<file path="src/rtl/id_reg_scoreboard.sv">
// id_reg_scoreboard
//
// Per-register in-flight write scoreboard for the decode stage. Each general
// register r1..r31 has a CNT_W-bit counter of outstanding writes. A counter
// increments when a writing instruction leaves decode and decrements when
// that instruction writes back. Decode stalls on a read of a busy register
// or when the destination counter is already full. r0 is never tracked.
//
// Optional feature macro: SCB_WB_BYPASS_EN
//   Defined: a source hazard is masked when the last outstanding write to that
//   register is writing back this cycle. The register file write-through read
//   supplies the value, so the consumer issues in the writeback cycle.
//   Undefined: hazards use registered counts only.
//
// Ports:
//   clk           rising-edge clock
//   reset         asynchronous active-high reset, clears all state
//   id_valid      decode holds a valid instruction
//   src1_en/src1  rj read enable / index
//   src2_en/src2  rk/rd read enable / index
//   dst_we/dst    instruction writes a register / destination index
//   issue_fire    decode->execute handshake completes this cycle
//   wb_we/wb_dest writeback register-file write / destination index
//   stall         combinational; decode must not issue
//   busy_mask     registered; bit i set iff counter i is non-zero
//   inflight      registered; total outstanding writes, saturating at 63
//   underflow_err registered, sticky; a retire hit a zero counter
module id_reg_scoreboard #(
    parameter int unsigned CNT_W = 2
) (
    input  logic        clk,
    input  logic        reset,
    input  logic        id_valid,
    input  logic        src1_en,
    input  logic [4:0]  src1,
    input  logic        src2_en,
    input  logic [4:0]  src2,
    input  logic        dst_we,
    input  logic [4:0]  dst,
    input  logic        issue_fire,
    input  logic        wb_we,
    input  logic [4:0]  wb_dest,
    output logic        stall,
    output logic [31:0] busy_mask,
    output logic [5:0]  inflight,
    output logic        underflow_err
);

    localparam logic [CNT_W-1:0] CntMax = {CNT_W{1'b1}};
    localparam logic [CNT_W-1:0] CntOne = CNT_W'(1);

    // Entry 0 exists only so register indices can be used directly; it is
    // held at zero.
    logic [CNT_W-1:0] cnt_q [32];
    logic [CNT_W-1:0] cnt_d [32];
    logic [31:0]      busy_mask_q, busy_mask_d;
    logic [5:0]       inflight_q, inflight_d;
    logic             underflow_err_q, underflow_err_d;

    logic             haz1, haz2, ovf, inc, dec;
    logic [31:0]      inc_vec, dec_vec;

    // Hazard detection and stall.
    always_comb begin
        haz1 = src1_en && (src1 != 5'd0) && (cnt_q[src1] != '0);
        haz2 = src2_en && (src2 != 5'd0) && (cnt_q[src2] != '0);
`ifdef SCB_WB_BYPASS_EN
        if (wb_we && (wb_dest == src1) && (cnt_q[src1] == CntOne)) begin
            haz1 = 1'b0;
        end
        if (wb_we && (wb_dest == src2) && (cnt_q[src2] == CntOne)) begin
            haz2 = 1'b0;
        end
`endif
        ovf   = dst_we && (dst != 5'd0) && (cnt_q[dst] == CntMax);
        stall = id_valid && (haz1 || haz2 || ovf);
    end

    assign inc     = issue_fire && dst_we && (dst != 5'd0);
    assign dec     = wb_we && (wb_dest != 5'd0);
    assign inc_vec = inc ? (32'd1 << dst) : 32'd0;
    assign dec_vec = dec ? (32'd1 << wb_dest) : 32'd0;

    // Counter, busy mask and underflow next state.
    always_comb begin
        underflow_err_d = underflow_err_q;
        busy_mask_d     = '0;
        cnt_d[0]        = '0;
        for (int i = 1; i < 32; i++) begin
            cnt_d[i] = cnt_q[i];
            if (inc_vec[i] && !dec_vec[i]) begin
                // Protocol-violating issue past a full counter simply wraps.
                cnt_d[i] = cnt_q[i] + CntOne;
            end else if (dec_vec[i] && !inc_vec[i]) begin
                if (cnt_q[i] == '0) begin
                    underflow_err_d = 1'b1;
                end else begin
                    cnt_d[i] = cnt_q[i] - CntOne;
                end
            end
            busy_mask_d[i] = (cnt_d[i] != '0);
        end
    end

    // Total in-flight count, clamped to 0..63.
    always_comb begin
        inflight_d = inflight_q;
        if (inc && !dec && (inflight_q != 6'd63)) begin
            inflight_d = inflight_q + 6'd1;
        end else if (dec && !inc && (inflight_q != 6'd0)) begin
            inflight_d = inflight_q - 6'd1;
        end
    end

    always_ff @(posedge clk or posedge reset) begin
        if (reset) begin
            for (int i = 0; i < 32; i++) begin
                cnt_q[i] <= '0;
            end
            busy_mask_q     <= '0;
            inflight_q      <= '0;
            underflow_err_q <= 1'b0;
        end else begin
            for (int i = 0; i < 32; i++) begin
                cnt_q[i] <= cnt_d[i];
            end
            busy_mask_q     <= busy_mask_d;
            inflight_q      <= inflight_d;
            underflow_err_q <= underflow_err_d;
        end
    end

    assign busy_mask     = busy_mask_q;
    assign inflight      = inflight_q;
    assign underflow_err = underflow_err_q;

endmodule

</file>
<file path="config.mk">
export PLATFORM = sky130hd
export DESIGN_NAME = id_reg_scoreboard
export DESIGN_NICKNAME = d
export VERILOG_FILES = /design/src/rtl/id_reg_scoreboard.sv
export SDC_FILE = /design/constraint.sdc
export NUM_CORES = 1
export LEC_CHECK = 0
export ABC_CLOCK_PERIOD_IN_PS = 3800
export CORE_UTILIZATION = 40
export CTS_BUF_LIST = sky130_fd_sc_hd__clkbuf_2 sky130_fd_sc_hd__clkbuf_4 sky130_fd_sc_hd__clkbuf_8
export DETAILED_ROUTE_END_ITERATION = 6
export MAX_ROUTING_LAYER = met4
export PLACE_DENSITY_LB_ADDON = 0.3
export SLEW_MARGIN = 10
export SYNTH_ARGS = -nofsm -noshare
export SYNTH_HDL_FRONTEND = slang
export SYNTH_SLANG_ARGS = --single-unit
</file>
<file path="constraint.sdc">
create_clock -name clk -period 3.8 [get_ports clk]
set_input_delay 0.38 -clock clk [delete_from_list [all_inputs] [get_ports clk]]
set_output_delay 0.38 -clock clk [all_outputs]
set_load 0.01 [all_outputs]
</file>
# Word-level counts from Yosys, hierarchy flattened
# Cells that the tools add are included.
# word_totals
output_inout_bits,40
regBits,100
word_cells,519
# op_classes
n_bitwise,3
mux,199
add_sub_neg,64
n_eq_ne,2
reduce_logical,212
n_shift,2
n_lt_le_gt_ge,3
# op_table
op,n
$mux 2,99
$mux 1,93
$logic_and 1x1->1,76
$reduce_bool 2->1,34
$logic_not 1->1,64
$mux 32,2
$shl 1x5->32 const A,2
$add 2x1->2 const B,31
$logic_not 2->1,31
$sub 2x1->2 const B,31
$bmux 2 s5,3
$reduce_bool 5->1,4
$ge 6x6->1 const B,3
$not 5->6,3
$mux 6,2
$add 6x1->6 const B,1
$ne 6x6->1 const B,1
$reduce_bool 6->1,1
$sub 6x1->6 const B,1
$eq 2x2->1 const B,1
$logic_or 1x1->1,2

# Longest topological paths before layout
# logic_depth
depth_word,97
depth_mapped,13
ltp_nobuf,11

# Worst setup path before layout
# No wires, ideal clock.
# synth_timing
kind,in2reg
startpoint,input wb_dest[2]
endpoint,"register inflight_q[5], in the netlist inflight[5]"
setup_slack_ps,1076
path_stages,11
setup_ps,129
arrival_time_ps,2595
path_cell_list,buf_4 o41a_1 a311oi_2 inv_1 ha_1 a211oi_1 o21bai_1 a21oi_1 xnor2_1 nor2_1 xor2_1
# synth_between
elab_chain_len,6
# synth_lines
item,line,source
from (decl),42,"input logic [4:0] wb_dest,"
$reduce_bool 5->1 (*),80,assign dec = wb_we && (wb_dest != 5'd0);
$logic_and 1x1->1 (*),80,
$logic_not 1->1,108,if (inc && !dec && (inflight_q != 6'd63)) begin
$logic_and 1x1->1 (2 in a row),108,
$mux 6 / $reduce_bool 2->1 (equally long branches),n/a,
to (signal assigned),128,inflight_q <= inflight_d;
to (decl),57,"logic [5:0] inflight_q, inflight_d;"
# Every way passes the cells marked *; elsewhere a longest branch is shown, timed or not.
# A chain may end at the register's enable or synchronous reset.

# Worst setup path in the final report
# layout_timing
startpoint,input dst[0]
endpoint,output stall
# layout_between
elab_chain_len,8
# layout_lines
item,line,source
from (decl),39,"input logic [4:0] dst,"
$not 5->6 (implied by the code),75,ovf = dst_we && (dst != 5'd0) && (cnt_q[dst] == CntMax);
$bmux 2 s5,75,
$mux 2 (implied by the code) (2 in a row),75,
$eq 2x2->1,75,
$logic_and 1x1->1 (*),75,
$logic_or 1x1->1 (*),76,stall = id_valid && (haz1 || haz2 || ovf);
$logic_and 1x1->1 (*),76,
to (decl),43,"output logic stall,"
# Every way passes the cells marked *; elsewhere a longest branch is shown, timed or not. The select of a mux whose other input is x is not followed.

==> results by stage <==
CTS:
- The buffer depth of the longest clock path is 2.
- The clock slew seen by the registers of the worst setup and hold paths is 100 ps.
- The H-tree depth is 3.
- TritonCTS built the clock tree.
- The root cell of the clock tree is clkbuf_8.
- TritonCTS created 9 clock buffers.
- The post-cts repair resize count is 0.
- The sink count of the clock tree is 100.
- After clock tree synthesis, the flow added hold-fix buffers numbering 0.
- The number of post-CTS setup repair buffers is 0.
- The later pin in the worst-skew pair is clocked with a latency of about 410 ps.

Critical path:
- The start-to-end type of the worst setup path is in2out.
- The cell family contributing the most delay on the critical path is buffers and inverters.
- The largest single stage delay on the critical path is ~640 ps.
- The data arrival time of the critical path is 2960 ps.
- The critical path required time is 3420 ps.
- The worst register-to-register path begins at inflight[0].
- In this design, the critical path's most frequently occurring cell is clkdlybuf4s50_1.
- The worst register-to-register path ends at inflight[5].
- The startpoint class of the critical path is a primary input.
- The cell with the largest stage delay on the worst path is clkdlybuf4s50_1.
- The capturing element type of the critical path is an output pin.
- Counting both buffers and inverters, the worst setup path holds a total of 3.
- Walking the worst path, the cells encountered are clkdlybuf4s50_1 -> buf_4 -> o31ai_1 -> a32oi_1 -> a41oi_1 -> nand4_1 -> o221ai_1 -> clkdlybuf4s50_1.
- The worst register-to-register path has a depth of 10.
- The setup check on the worst reg-to-reg path leaves a slack of around 1200 ps.
- Of all nets on the critical path, the largest fanout is 13.

Floorplanning:
- The initialized floorplan defines 51 standard-cell rows.
- 68 I/O pins were placed.
- The initial utilization of the core area, before any placement, comes to between 40% and 50%.
- The region available for standard cell placement spans between 15000 and 20000 um^2.
- The horizontal extent of the die is between 100 and 150 um.
- From bottom edge to top edge, the die measures between 100 and 150 um.
- The area enclosed by the die boundary is ~20000 um^2.

Pwr:
- The share of power burned in the clock network is between 10% and 20%.
- Net switching is 41.4% of the power.
- The analysis attributes to cell leakage a power of around 3.7 nW.
- The cell-internal power is around 0.0026 W.
- Dividing total power by cell area gives a power density of 487 nW/um^2.
- The power share of the sequential group is between 40% and 50%.
- Summed over all nets, the switching power comes to 0.00182 W.
- The proportion of power drawn by combinational gates is between 40% and 50%.
- IR analysis of the VDD net gives a maximum drop of 0.221 mV.

Synthesis:
- The predominant post-synthesis flop cell is dfrtp_1.
- After synthesis, the netlist uses 88 different library cells.
- The simple-gate area share of the yosys netlist is 17.3%.
- The number of flip-flops and latches in the synthesized netlist is 100.
- The post-synthesis cell area is between 7000 and 8000 um^2.
- The parity-gate share of the synthesized area counting xor and xnor cells is less than 1%.
- The cell count after synthesis came out at about 830.
- The synthesized area divided by synthesized cell count is about 9.5 um^2.
- The synthesized design contains 0 enable-type register cells.
- In the synthesized netlist the async set-or-reset flop fraction comes to between 90% and 100%.
- The synthesized netlist devotes 23.5% of its cell area to compound gates.
- The largest family of logic cells by synthesized area is compound AO/OA/AOI/OAI gates.
- After Yosys synthesis, full adders, half adders and majority gates account for between 15 and 20% of the synthesized area.
- The proportion of synthesized chip area in sequential cells is 31.7%.
- The number of warnings issued by yosys is 0.
- The multiplexer fraction of the synthesized cell area is 3.57%.
- Synthesis produced a netlist with a net count of ~960.

Global route:
- The met1 track demand over resource in global routing is 31.2%.
- The largest net degree at the start of global routing is 80.
- The global routing usage on met2 is 37.6%.
- The global-route met3 utilization is under 10%.
- The global-route wire length before repair is roughly 36 mm.
- The number of antenna violations at the first check in global routing is 0.
- Global routing used about a quarter of the available tracks.
- The global route total overflow is 0.
- The via count of the first global-routing pass was approximately 6400.
- The layer flagged by global routing as most heavily used is met2.

Worst hold path:
- The number of cells traversed by the worst hold path is 1.
- The end of the worst hold path is inflight[5].
- The hold path startpoint is inflight[5].
- The path class of the tightest hold or removal check is reg2reg.

Finish:
- The multi-input combinational cells in the finished layout cover a total of 4800 um^2.
- The ratio of cells with drive above 1 in the final layout is between 10% and 20%.
- The final design utilization is between 40 and 50%.
- The area taken by flip-flops and latches is approximately 2500 um^2.
- The count of nets after finishing is 1022.
- The area growth from synthesis to layout is 14.6%.
- The fill cell total of the finished layout is between 1500 and 2000.
- The number of antenna diodes in the final layout is 0.

STA:
- Setup repair after global routing left no endpoint under its margin.
- The post-route fraction of the period consumed by the critical path is 88.0%.
- The normalized max-slew margin is 30.8%.
- The maximum clock frequency is roughly 300 MHz.
- The number of slew-limit violations in the final report is 0.
- At the pin with the least slew margin, the transition time is ~1000 ps.
- The final number of hold-violating endpoints is 0.
- The time the final worst path needs with I/O delays and setup is between 3000 and 4000 ps.
- Setup violations remaining at the end of the flow were counted as 0.
- The total negative slack is 0 ps.
- Once routing completed, OpenROAD measured the worst setup slack at 457 ps.
- The worst clock skew on the final layout is roughly 10 ps.

Route:
- The via total after detailed routing is between 6000 and 7000.
- The average wire length per cell after detail routing is roughly 20 um.
- The number of optimization iterations in the first detailed-route pass is 7.
- The post-detailed-route DRC marker count is 0.
- For this block, the routed nets add up to approximately 23 mm of wire.
- The iteration-0 DRC count of the detailed router is between 500 and 600.
- The number of nets with antenna violations after detailed routing is 0.
- The via density per instance is about 5.8.

Place:
- The worst setup timing slack at the placement stage is 358 ps.
- Detailed placement finished with a half-perimeter wire length of about 18 mm.
- The number of port buffers is 66.
- At the end of routability-driven placement, the weighted congestion stood at between 0.9 and 1.

Status:
- The flow ran to the end, and the final reports show no timing, DRC or antenna violations.

Flow run:
- The count of max-cap constraint violations is 0.
==> flip-flops by register name (all words and copies together) (netlist names) <==
name           flops
underflow_err      1
cnt_q             62
busy_mask         31
inflight           6
==> synth_stat cells, drive strengths merged, types with 19 or more instances <==
cell / number / area share [%]
dfrtp: 100 / 32
ha: 97 / 15
inv: 91 / 4.3
nor2: 88 / 4.2
or2: 32 / 2.5
buf: 30 / 2.8
nand2: 26 / 1.3
a211oi: 25 / 3.2
o22ai: 25 / 2.0
a21oi: 24 / 1.5
a221o: 21 / 2.7
a31oi: 21 / 1.7
o21ai: 19 / 1.3
==> power groups by stage <==
| stage | registers (W) | clock network (W) | logic [W] |
|---|---|---|---|
| floorplan | 0.00179 | 0 | 0.00112 |
| detailed placement | 0.00184 | 0 | 0.00185 |
| CTS | 0.00183 | 0.000721 | 0.00186 |
| global route | 0.00189 | 0.000754 | 0.00212 |
| finish | 0.00183 | 0.000699 | 0.00187 |
| global placement | 0.00185 | 0 | 0.00182 |
==> worst max-delay path by stage <==
stage	slack, ps	start	depth (start not counted)	endpoint
2_1_floorplan	800	reset	1	busy_mask[10]
3_3_place_gp	390	wb_dest[1]	12	inflight[5]
3_5_place_dp	360	wb_dest[1]	12	inflight[5]
4_1_cts	430	src1[1]	7	stall
5_1_grt	320	src1[1]	7	stall
6_report	460	dst[0]	8	stall
==> placed cells by master (no fill, tap or decap), types with 5 or more instances in the layout <==
cell type          n
nand2b_1          13
a221o_1           21
or2_2              8
nand2_1           25
nand4_1            9
dfrtp_1          100
buf_4             28
a311oi_1           9
o22ai_1           25
nand3b_1           5
a21oi_1           24
o21ai_0           15
a211oi_1          18
a221oi_1          11
o311ai_0           7
mux4_2            11
or2_1             23
a31oi_1           20
o211ai_1           8
o2111ai_1         15
or3_1              9
clkbuf_8          11
inv_1             90
and2_1            13
ha_1              97
nor2_1            87
clkdlybuf4s50_1   66
nand3_1           18
nor2b_1            7
a22oi_1            6
nor3_1            10
a311oi_2           9
==> through the flow <==
stage / power, W / hold slack, ps / instance area [um^2] / instances
floorplan: 0.00291 / 548 / 7890 / 829
global placement: 0.00366 / 575 / 8850 / 1150
detailed placement: 0.00369 / 575 / 8850 / 1150
CTS: 0.00441 / 596 / 9040 / 1166
global route: 0.00477 / 626 / 9040 / 1166
finish: 0.00440 / 573 / 9040 / 1166
==> cells by family after synthesis <==
family / after synthesis
simple gates: 253
mux: 14
flops: 100
buf+inv: 129
other cells: 1
xor+xnor: 6
compound gates: 228
fa+ha+maj: 98
==> area by class of cell <==
class / count / area share, %
inverters: 91 / 3.81
well taps: 265 / 3.67
flip-flops and latches: 100 / 27.7
multi-input cells: 600 / 53.1
clock inverters: 5 / 0.484
clock buffers: 11 / 1.67
repair buffers: 94 / 9.63
==> metal layers <==
layer  vias to the layer above  share of wire [%]
met5                         -                  0
met4                         0                3.7
met3                        55                6.6
met2                       257                 46
met1                      3288                 44
li1                       3179                  -
Power figures use the tool's default switching activity.
